==> config.mk <==
export PLATFORM = sky130hd
export DESIGN_NAME = uart_cmd_rx
export DESIGN_NICKNAME = d
export VERILOG_FILES = /design/src/rtl/uart_pkg.sv /design/src/rtl/sync_byte_fifo.sv /design/src/rtl/uart_cmd_rx.sv
export SDC_FILE = /design/constraint.sdc
export NUM_CORES = 1
export LEC_CHECK = 0
export BUFFER_PORTS_ARGS = -buffer_cell sky130_fd_sc_hd__clkbuf_2
export CAP_MARGIN = 0
export CELL_PAD_IN_SITES_DETAIL_PLACEMENT = 1
export CELL_PAD_IN_SITES_GLOBAL_PLACEMENT = 1
export CORE_MARGIN = 5
export CORE_UTILIZATION = 30
export DETAILED_ROUTE_END_ITERATION = 8
export HOLD_SLACK_MARGIN = 0.06
export PLACE_DENSITY_LB_ADDON = 0.1
export SETUP_SLACK_MARGIN = 0.3
export SLEW_MARGIN = 20
export SYNTH_ARGS = -nofsm -noshare
export SYNTH_HDL_FRONTEND = slang
export SYNTH_HIERARCHICAL = 1
export SYNTH_SLANG_ARGS = --single-unit
==> constraint.sdc <==
create_clock -name clk -period 4.2 [get_ports clk]
set_clock_uncertainty 0.2 [all_clocks]
set_input_delay 0 -clock clk [delete_from_list [all_inputs] [get_ports clk]]
set_output_delay 0 -clock clk [all_outputs]
set_load 0.01 [all_outputs]
==> src/rtl/uart_pkg.sv <==
// Shared types and helpers for the debug-link UART blocks: receiver state encoding,
// byte type and bit-timing arithmetic.
package uart_pkg;

  typedef logic [7:0] byte_t;

  typedef enum logic [2:0] {
    IDLE,
    START,
    DATA,
    PARITY,
    STOP,
    BREAK
  } rx_state_e;

  function automatic int calc_clks_per_bit(input int clk_freq, input int baud);
    return clk_freq / baud;
  endfunction

  // Centre of a bit period; the majority vote uses mid-1, mid and mid+1.
  function automatic int calc_mid(input int clks_per_bit);
    return clks_per_bit / 2;
  endfunction

endpackage

==> src/rtl/sync_byte_fifo.sv <==
// First-word-fall-through byte FIFO, single clock. The head byte is held in a register
// that is refilled from the array on pop, so the array only ever sees a registered read.
module sync_byte_fifo
  import uart_pkg::*;
#(
  parameter int DEPTH = 16
) (
  input  logic                   clk,
  input  logic                   reset,
  input  logic                   push,
  input  byte_t                  push_data,
  input  logic                   pop,
  output byte_t                  head,
  output logic                   empty,
  output logic                   full,
  output logic [$clog2(DEPTH):0] count
);

  localparam int AW = $clog2(DEPTH);
  localparam logic [AW:0] FULL_CNT = (AW + 1)'(DEPTH);
  localparam logic [AW:0] ONE_CNT  = (AW + 1)'(1);

  byte_t          mem [DEPTH];
  logic  [AW-1:0] wr_ptr_q;
  logic  [AW-1:0] rd_ptr_q;
  logic  [AW-1:0] rd_ptr_next;
  logic  [AW:0]   count_q;
  byte_t          head_q;
  logic           do_pop;
  logic           do_push;

  assign empty       = (count_q == '0);
  assign full        = (count_q == FULL_CNT);
  assign do_pop      = pop && !empty;
  // A full FIFO still accepts a byte when a pop frees a slot in the same cycle.
  assign do_push     = push && (!full || do_pop);
  assign rd_ptr_next = rd_ptr_q + AW'(1);

  always_ff @(posedge clk) begin
    if (do_push) begin
      mem[wr_ptr_q] <= push_data;
    end
  end

  always_ff @(posedge clk) begin
    if (reset) begin
      wr_ptr_q <= '0;
      rd_ptr_q <= '0;
      count_q  <= '0;
      head_q   <= '0;
    end else begin
      if (do_push) begin
        wr_ptr_q <= wr_ptr_q + AW'(1);
      end
      if (do_pop) begin
        rd_ptr_q <= rd_ptr_next;
      end

      unique case ({do_push, do_pop})
        2'b10:   count_q <= count_q + ONE_CNT;
        2'b01:   count_q <= count_q - ONE_CNT;
        default: count_q <= count_q;
      endcase

      // The incoming byte becomes head when nothing older will remain after this cycle.
      if (do_push && (empty || (do_pop && count_q == ONE_CNT))) begin
        head_q <= push_data;
      end else if (do_pop && count_q > ONE_CNT) begin
        head_q <= mem[rd_ptr_next];
      end
    end
  end

  assign head  = head_q;
  assign count = count_q;

endmodule

==> src/rtl/uart_cmd_rx.sv <==
// Host-to-board UART receiver: synchronizes rx, deframes 8N1 bytes and queues them for
// the command consumer. Define UART_CMD_RX_PARITY_EN for 8O1 framing with a parity_err pulse.
module uart_cmd_rx
  import uart_pkg::*;
#(
  parameter int CLK_FREQ     = 12000000,
  parameter int BAUD         = 115200,
  parameter int CLKS_PER_BIT = calc_clks_per_bit(CLK_FREQ, BAUD),
  parameter int FIFO_DEPTH   = 16
) (
  input  logic                        clk,
  input  logic                        reset,
  input  logic                        uart_rx,
  output byte_t                       rx_data,
  output logic                        rx_valid,
  input  logic                        rx_ready,
  output logic [$clog2(FIFO_DEPTH):0] rx_count,
  output logic                        frame_err,
  output logic                        overrun,
`ifdef UART_CMD_RX_PARITY_EN
  output logic                        parity_err,
`endif
  output logic                        busy
);

  localparam int MID = calc_mid(CLKS_PER_BIT);
  localparam int CW  = $clog2(CLKS_PER_BIT);
  localparam logic [CW-1:0] CNT_LAST = CW'(CLKS_PER_BIT - 1);
  localparam logic [CW-1:0] SMP_A    = CW'(MID - 1);
  localparam logic [CW-1:0] SMP_B    = CW'(MID);
  localparam logic [CW-1:0] SMP_C    = CW'(MID + 1);

  logic          meta_q;
  logic          sync_q;
  logic          prev_q;
  logic [2:0]    warm_q;
  logic          smp_a_q;
  logic          smp_b_q;
  rx_state_e     state_q, state_d;
  logic [CW-1:0] cnt_q, cnt_d;
  logic [2:0]    bit_idx_q, bit_idx_d;
  byte_t         shift_q, shift_d;
  logic          frame_err_q, frame_err_d;
  logic          overrun_q, overrun_d;
`ifdef UART_CMD_RX_PARITY_EN
  logic          par_bad_q, par_bad_d;
  logic          parity_err_q, parity_err_d;
`endif

  logic          maj;
  logic          at_smp;
  logic          at_wrap;
  logic          fall;
  logic          push_req;
  logic          fifo_empty;
  logic          fifo_full;

  // warm_q blocks edge detection until meta, sync and prev all hold real line values,
  // so a line that is already low when reset releases is not taken as a start bit.
  always_ff @(posedge clk) begin
    if (reset) begin
      meta_q  <= 1'b1;
      sync_q  <= 1'b1;
      prev_q  <= 1'b1;
      warm_q  <= '0;
      smp_a_q <= 1'b1;
      smp_b_q <= 1'b1;
    end else begin
      meta_q <= uart_rx;
      sync_q <= meta_q;
      prev_q <= sync_q;
      warm_q <= {warm_q[1:0], 1'b1};
      if (cnt_q == SMP_A) begin
        smp_a_q <= sync_q;
      end
      if (cnt_q == SMP_B) begin
        smp_b_q <= sync_q;
      end
    end
  end

  assign maj     = (smp_a_q & smp_b_q) | (smp_a_q & sync_q) | (smp_b_q & sync_q);
  assign at_smp  = (cnt_q == SMP_C);
  assign at_wrap = (cnt_q == CNT_LAST);
  assign fall    = warm_q[2] & prev_q & ~sync_q;

  always_ff @(posedge clk) begin
    if (reset) begin
      state_q      <= IDLE;
      cnt_q        <= '0;
      bit_idx_q    <= '0;
      shift_q      <= '0;
      frame_err_q  <= 1'b0;
      overrun_q    <= 1'b0;
`ifdef UART_CMD_RX_PARITY_EN
      par_bad_q    <= 1'b0;
      parity_err_q <= 1'b0;
`endif
    end else begin
      state_q      <= state_d;
      cnt_q        <= cnt_d;
      bit_idx_q    <= bit_idx_d;
      shift_q      <= shift_d;
      frame_err_q  <= frame_err_d;
      overrun_q    <= overrun_d;
`ifdef UART_CMD_RX_PARITY_EN
      par_bad_q    <= par_bad_d;
      parity_err_q <= parity_err_d;
`endif
    end
  end

  always_comb begin
    state_d      = state_q;
    cnt_d        = at_wrap ? '0 : cnt_q + CW'(1);
    bit_idx_d    = bit_idx_q;
    shift_d      = shift_q;
    frame_err_d  = 1'b0;
    push_req     = 1'b0;
`ifdef UART_CMD_RX_PARITY_EN
    par_bad_d    = par_bad_q;
    parity_err_d = 1'b0;
`endif

    unique case (state_q)
      IDLE: begin
        cnt_d = '0;
        if (fall) begin
          state_d = START;
        end
      end
      START: begin
        if (at_smp && maj) begin
          state_d = IDLE;
        end else if (at_wrap) begin
          state_d   = DATA;
          bit_idx_d = '0;
`ifdef UART_CMD_RX_PARITY_EN
          par_bad_d = 1'b0;
`endif
        end
      end
      DATA: begin
        if (at_smp) begin
          shift_d = {maj, shift_q[7:1]};
        end
        if (at_wrap) begin
          bit_idx_d = bit_idx_q + 3'd1;
          if (bit_idx_q == 3'd7) begin
`ifdef UART_CMD_RX_PARITY_EN
            state_d = PARITY;
`else
            state_d = STOP;
`endif
          end
        end
      end
`ifdef UART_CMD_RX_PARITY_EN
      PARITY: begin
        if (at_smp && !(^{shift_q, maj})) begin
          parity_err_d = 1'b1;
          par_bad_d    = 1'b1;
        end
        if (at_wrap) begin
          state_d = STOP;
        end
      end
`endif
      STOP: begin
        if (at_smp) begin
          if (maj) begin
            // Leaving at mid-stop lets the next start edge be caught half a bit early.
`ifdef UART_CMD_RX_PARITY_EN
            push_req = !par_bad_q;
`else
            push_req = 1'b1;
`endif
            state_d = IDLE;
          end else begin
            frame_err_d = 1'b1;
            state_d     = BREAK;
            cnt_d       = '0;
          end
        end
      end
      BREAK: begin
        if (!sync_q) begin
          cnt_d = '0;
        end else if (at_wrap) begin
          state_d = IDLE;
        end
      end
      default: begin
        state_d = IDLE;
      end
    endcase
  end

  // A full FIFO only takes the byte if the consumer pops in the same cycle.
  assign overrun_d = push_req && fifo_full && !rx_ready;

  sync_byte_fifo #(
    .DEPTH(FIFO_DEPTH)
  ) u_fifo (
    .clk      (clk),
    .reset    (reset),
    .push     (push_req),
    .push_data(shift_q),
    .pop      (rx_ready),
    .head     (rx_data),
    .empty    (fifo_empty),
    .full     (fifo_full),
    .count    (rx_count)
  );

  assign rx_valid   = !fifo_empty;
  assign frame_err  = frame_err_q;
  assign overrun    = overrun_q;
  assign busy       = (state_q != IDLE);
`ifdef UART_CMD_RX_PARITY_EN
  assign parity_err = parity_err_q;
`endif

endmodule
==> flow_metrics.env <==
export IMPL_ys_top_cells_by_count="edfxtp_1 (128), dfxtp_1 (52), nor2_1 (46)"
export IMPL_async_flop_share=0
export IMPL_hp_class="register to register"
export IMPL_cts_setup_buffers=0
export IMPL_yosysMostFrequentCell="edfxtp_1"
export IMPL_cts_made_buffers=17
export IMPL_avgSynthCellArea_um2=14.5
export IMPL_core_area_mm2=0.0252
export IMPL_io_pins=21
export IMPL_synth_mux_area_frac=0.121
export IMPL_synth_top_cell_by_area="edfxtp_1"
export IMPL_netlist_area_leader_share=0.500
export IMPL_p_sw_mw=1.53
export IMPL_p_clk_frac=0.314
export IMPL_cts_repair_resized=0
export IMPL_power_density_mw_per_mm2=555
export IMPL_syn_area_mm2=0.00769
export IMPL_clockBufferDepth=2
export IMPL_grtUsageTotal=0.136
export IMPL_stdcell_area_mm2=0.00879
export IMPL_viasPerCell=4.99
export IMPL_peakVddDrop_mv=0.260
export IMPL_synth_edf_count=128
export IMPL_worstPathMaxFanout=10
export IMPL_yosysWarnings=6
export IMPL_hold_viol=0
export IMPL_initial_core_util=0.305
export IMPL_cp_arrival_ns=3.21
export IMPL_drc=0
export IMPL_clkTransAtPathRegs_ns=0.07
export IMPL_slew_viol_final=0
export IMPL_cts_sinks=180
export IMPL_layoutNonFillerInstCount=907
export IMPL_drt_iter0_drc=310
export IMPL_pwr_share_comb=0.266
export IMPL_area_growth_pct=14.3
export IMPL_final_nets=582
export IMPL_p_leak_nw=2.97
export IMPL_yosys_area_share_simple=0.0970
export IMPL_cts_root_buffer="clkbuf_16"
export IMPL_hpwlAfterDp_mm=12.8
export IMPL_internal_power_mw=3.35
export IMPL_grt_pass1_wl_mm=29.5
export IMPL_antenna_found_initial=0
export IMPL_period_minus_slack_ns=3.35
export IMPL_antenna_left=0
export IMPL_synth_cells=530
export IMPL_dieHeight_um=170
export IMPL_diodes=0
export IMPL_clkLatencyLatePin_ns=0.43
export IMPL_wl_mm=18.9
export IMPL_synthXorXnorAreaFrac=0.0182
export IMPL_fp_row_count=58
export IMPL_fillers=2602
export IMPL_cp_required_ns=4.06
export IMPL_port_buffers=20
export IMPL_synthAdderAreaFrac=0.0242
export IMPL_drv_cap=0
export IMPL_fmax_ghz=0.298
export IMPL_synth_top_family_by_area="multiplexers"
export IMPL_die_x_um=170
export IMPL_critPathKind="register to register"
export IMPL_cp_start_kind="register"
export IMPL_seq_area_frac_synth=0.635
export IMPL_synthTopCellsByArea="edfxtp_1 (50%), dfxtp_1 (14%), mux2i_1 (5.6%), mux4_1 (4.8%), a22oi_1 (2.5%)"
export IMPL_dr_pass1_iters=4
export IMPL_ys_seq_elements=180
export IMPL_grt_max_degree=34
export IMPL_synth_distinct_cells=67
export IMPL_wl_per_cell_um=20.8
export IMPL_placed_cells=871
export IMPL_h_tree_depth=4
export IMPL_status="finished, final reports clean"
export IMPL_p_seq_frac=0.420
export IMPL_tns_ns=0
export IMPL_cts_tree="built"
export IMPL_synthesis_nets=548
export IMPL_slew_headroom=0.381
export IMPL_setup_viol=0
export IMPL_ys_flop_type="edfxtp_1"
export IMPL_overflow=0
export IMPL_drive_gt1_frac=0.170
export IMPL_grt_pass1_vias=4673
export IMPL_worst_pin_slew_ns=0.927
export IMPL_synth_compound_area_frac=0.0753
export IMPL_worstSetupEndpointType="register"
export IMPL_hold_slack_ns=0.216
export IMPL_swShare=0.314
export IMPL_gp_congestion=0.774
export IMPL_vias=4524
export IMPL_dieArea_mm2=0.0289
export IMPL_placed_cell_area_mm2=0.00818
export IMPL_finalCritPeriodShare=0.798
export IMPL_rsz0062_at_grt="no"
[what timing repair did]
| item | in CTS | in global routing |
|---|---|---|
| endpoints found under the setup margin | 0 | 0 |
| endpoints found under the hold margin | 20 | 0 |
| hold buffers | 4 | 0 |
[cells in the final DEF (no fill, tap or decap), types with 3 or more instances in the layout]
cell	n
nor3_1	8
mux4_1	14
nand3b_1	4
nand2b_1	7
edfxtp_1	128
mux2_2	8
buf_4	16
inv_1	16
nor2b_1	5
ha_1	13
o221ai_1	7
inv_6	5
dfxtp_1	52
xor2_1	6
mux2i_1	43
clkbuf_2	20
a22oi_1	26
nand2_1	19
clkinvlp_4	4
clkbuf_16	17
nand3_1	11
a21oi_1	13
xnor2_1	9
o21ai_0	6
and3_1	3
or2_2	4
nor2_1	46
nand4b_1	7
dlygate4sd3_1	4
[cells by family (layout without fill, tap and decap cells)]
kind of cell             after synthesis  count (layout)
multiplexers                          67              67
XOR/XNOR                              16              16
AO/OA/AOI/OAI                         74              74
flip-flops                           180             180
buffers and inverters                 42              89
AND/OR/NAND/NOR                      136             136
adder cells (fa/ha/maj)               15              15
[state kept, by name, indices dropped and copies added, names as in the netlist, 3 cells and up]
signal,flops
u_fifo/count,5
warm_q,3
shift_q,8
u_fifo/head,8
cnt_q,7
u_fifo/wr_ptr_q,4
state_q,3
bit_idx_q,3
u_fifo/mem,128
u_fifo/rd_ptr_q,4
[metal layers]
metal  vias up  global-route usage  part of all wire
li1       2104                   -                 -
met1      2339               0.196              0.50
met2        65               0.210              0.46
met3        16              0.0235             0.023
met4         0              0.0431             0.013
met5         -                   0                 0
[stage by stage]
stage / power (mW) / utilization / setup WS, ns
after global routing: 5.13 / 0.349 / 0.592
after detailed placement: 3.40 / 0.325 / 0.837
after global placement: 3.39 / 0.325 / 0.887
after CTS: 4.95 / 0.349 / 0.817
after floorplan: 3.07 / - / 1.05
final: 4.88 / 0.349 / 0.848
[power groups by stage]
stage	clock, mW	sequential [mW]	combinational (mW)
2_1_floorplan	0	2.06	1.00
5_1_grt	1.66	2.06	1.41
6_report	1.53	2.05	1.30
3_3_place_gp	0	2.08	1.30
3_5_place_dp	0	2.09	1.31
4_1_cts	1.59	2.05	1.32
[critical path: stages (launching register included)]
cell	delay, ns
dfxtp_1	0.38
and4bb_4	0.38
nand3_1	0.17
a211oi_1	0.41
buf_4	0.24
o21a_1	0.37
nand2_1	0.20
nor2_1	0.64
[worst paths after layout]
path                               start          endpoint  slack, ns  depth (start not counted)
worst min register to register    meta_q            sync_q       0.22                          1
worst max-delay path            cnt_q[3]  u_fifo/mem[6][5]       0.85                          7
worst min-delay path              meta_q            sync_q       0.22                          1
worst max register to register  cnt_q[3]  u_fifo/mem[6][5]       0.85                          7
[final cells by class]
type / count / area (um^2) / share of cell area
clock inverter: 13 / 123 / 0.0140
inverter: 17 / 68.8 / 0.00783
timing repair buffer: 40 / 260 / 0.0296
sequential: 180 / 4880 / 0.556
tap: 330 / 413 / 0.0470
clock buffer: 19 / 443 / 0.0504
multi-input combinational: 308 / 2590 / 0.295
(Power assumes the default switching activity.)
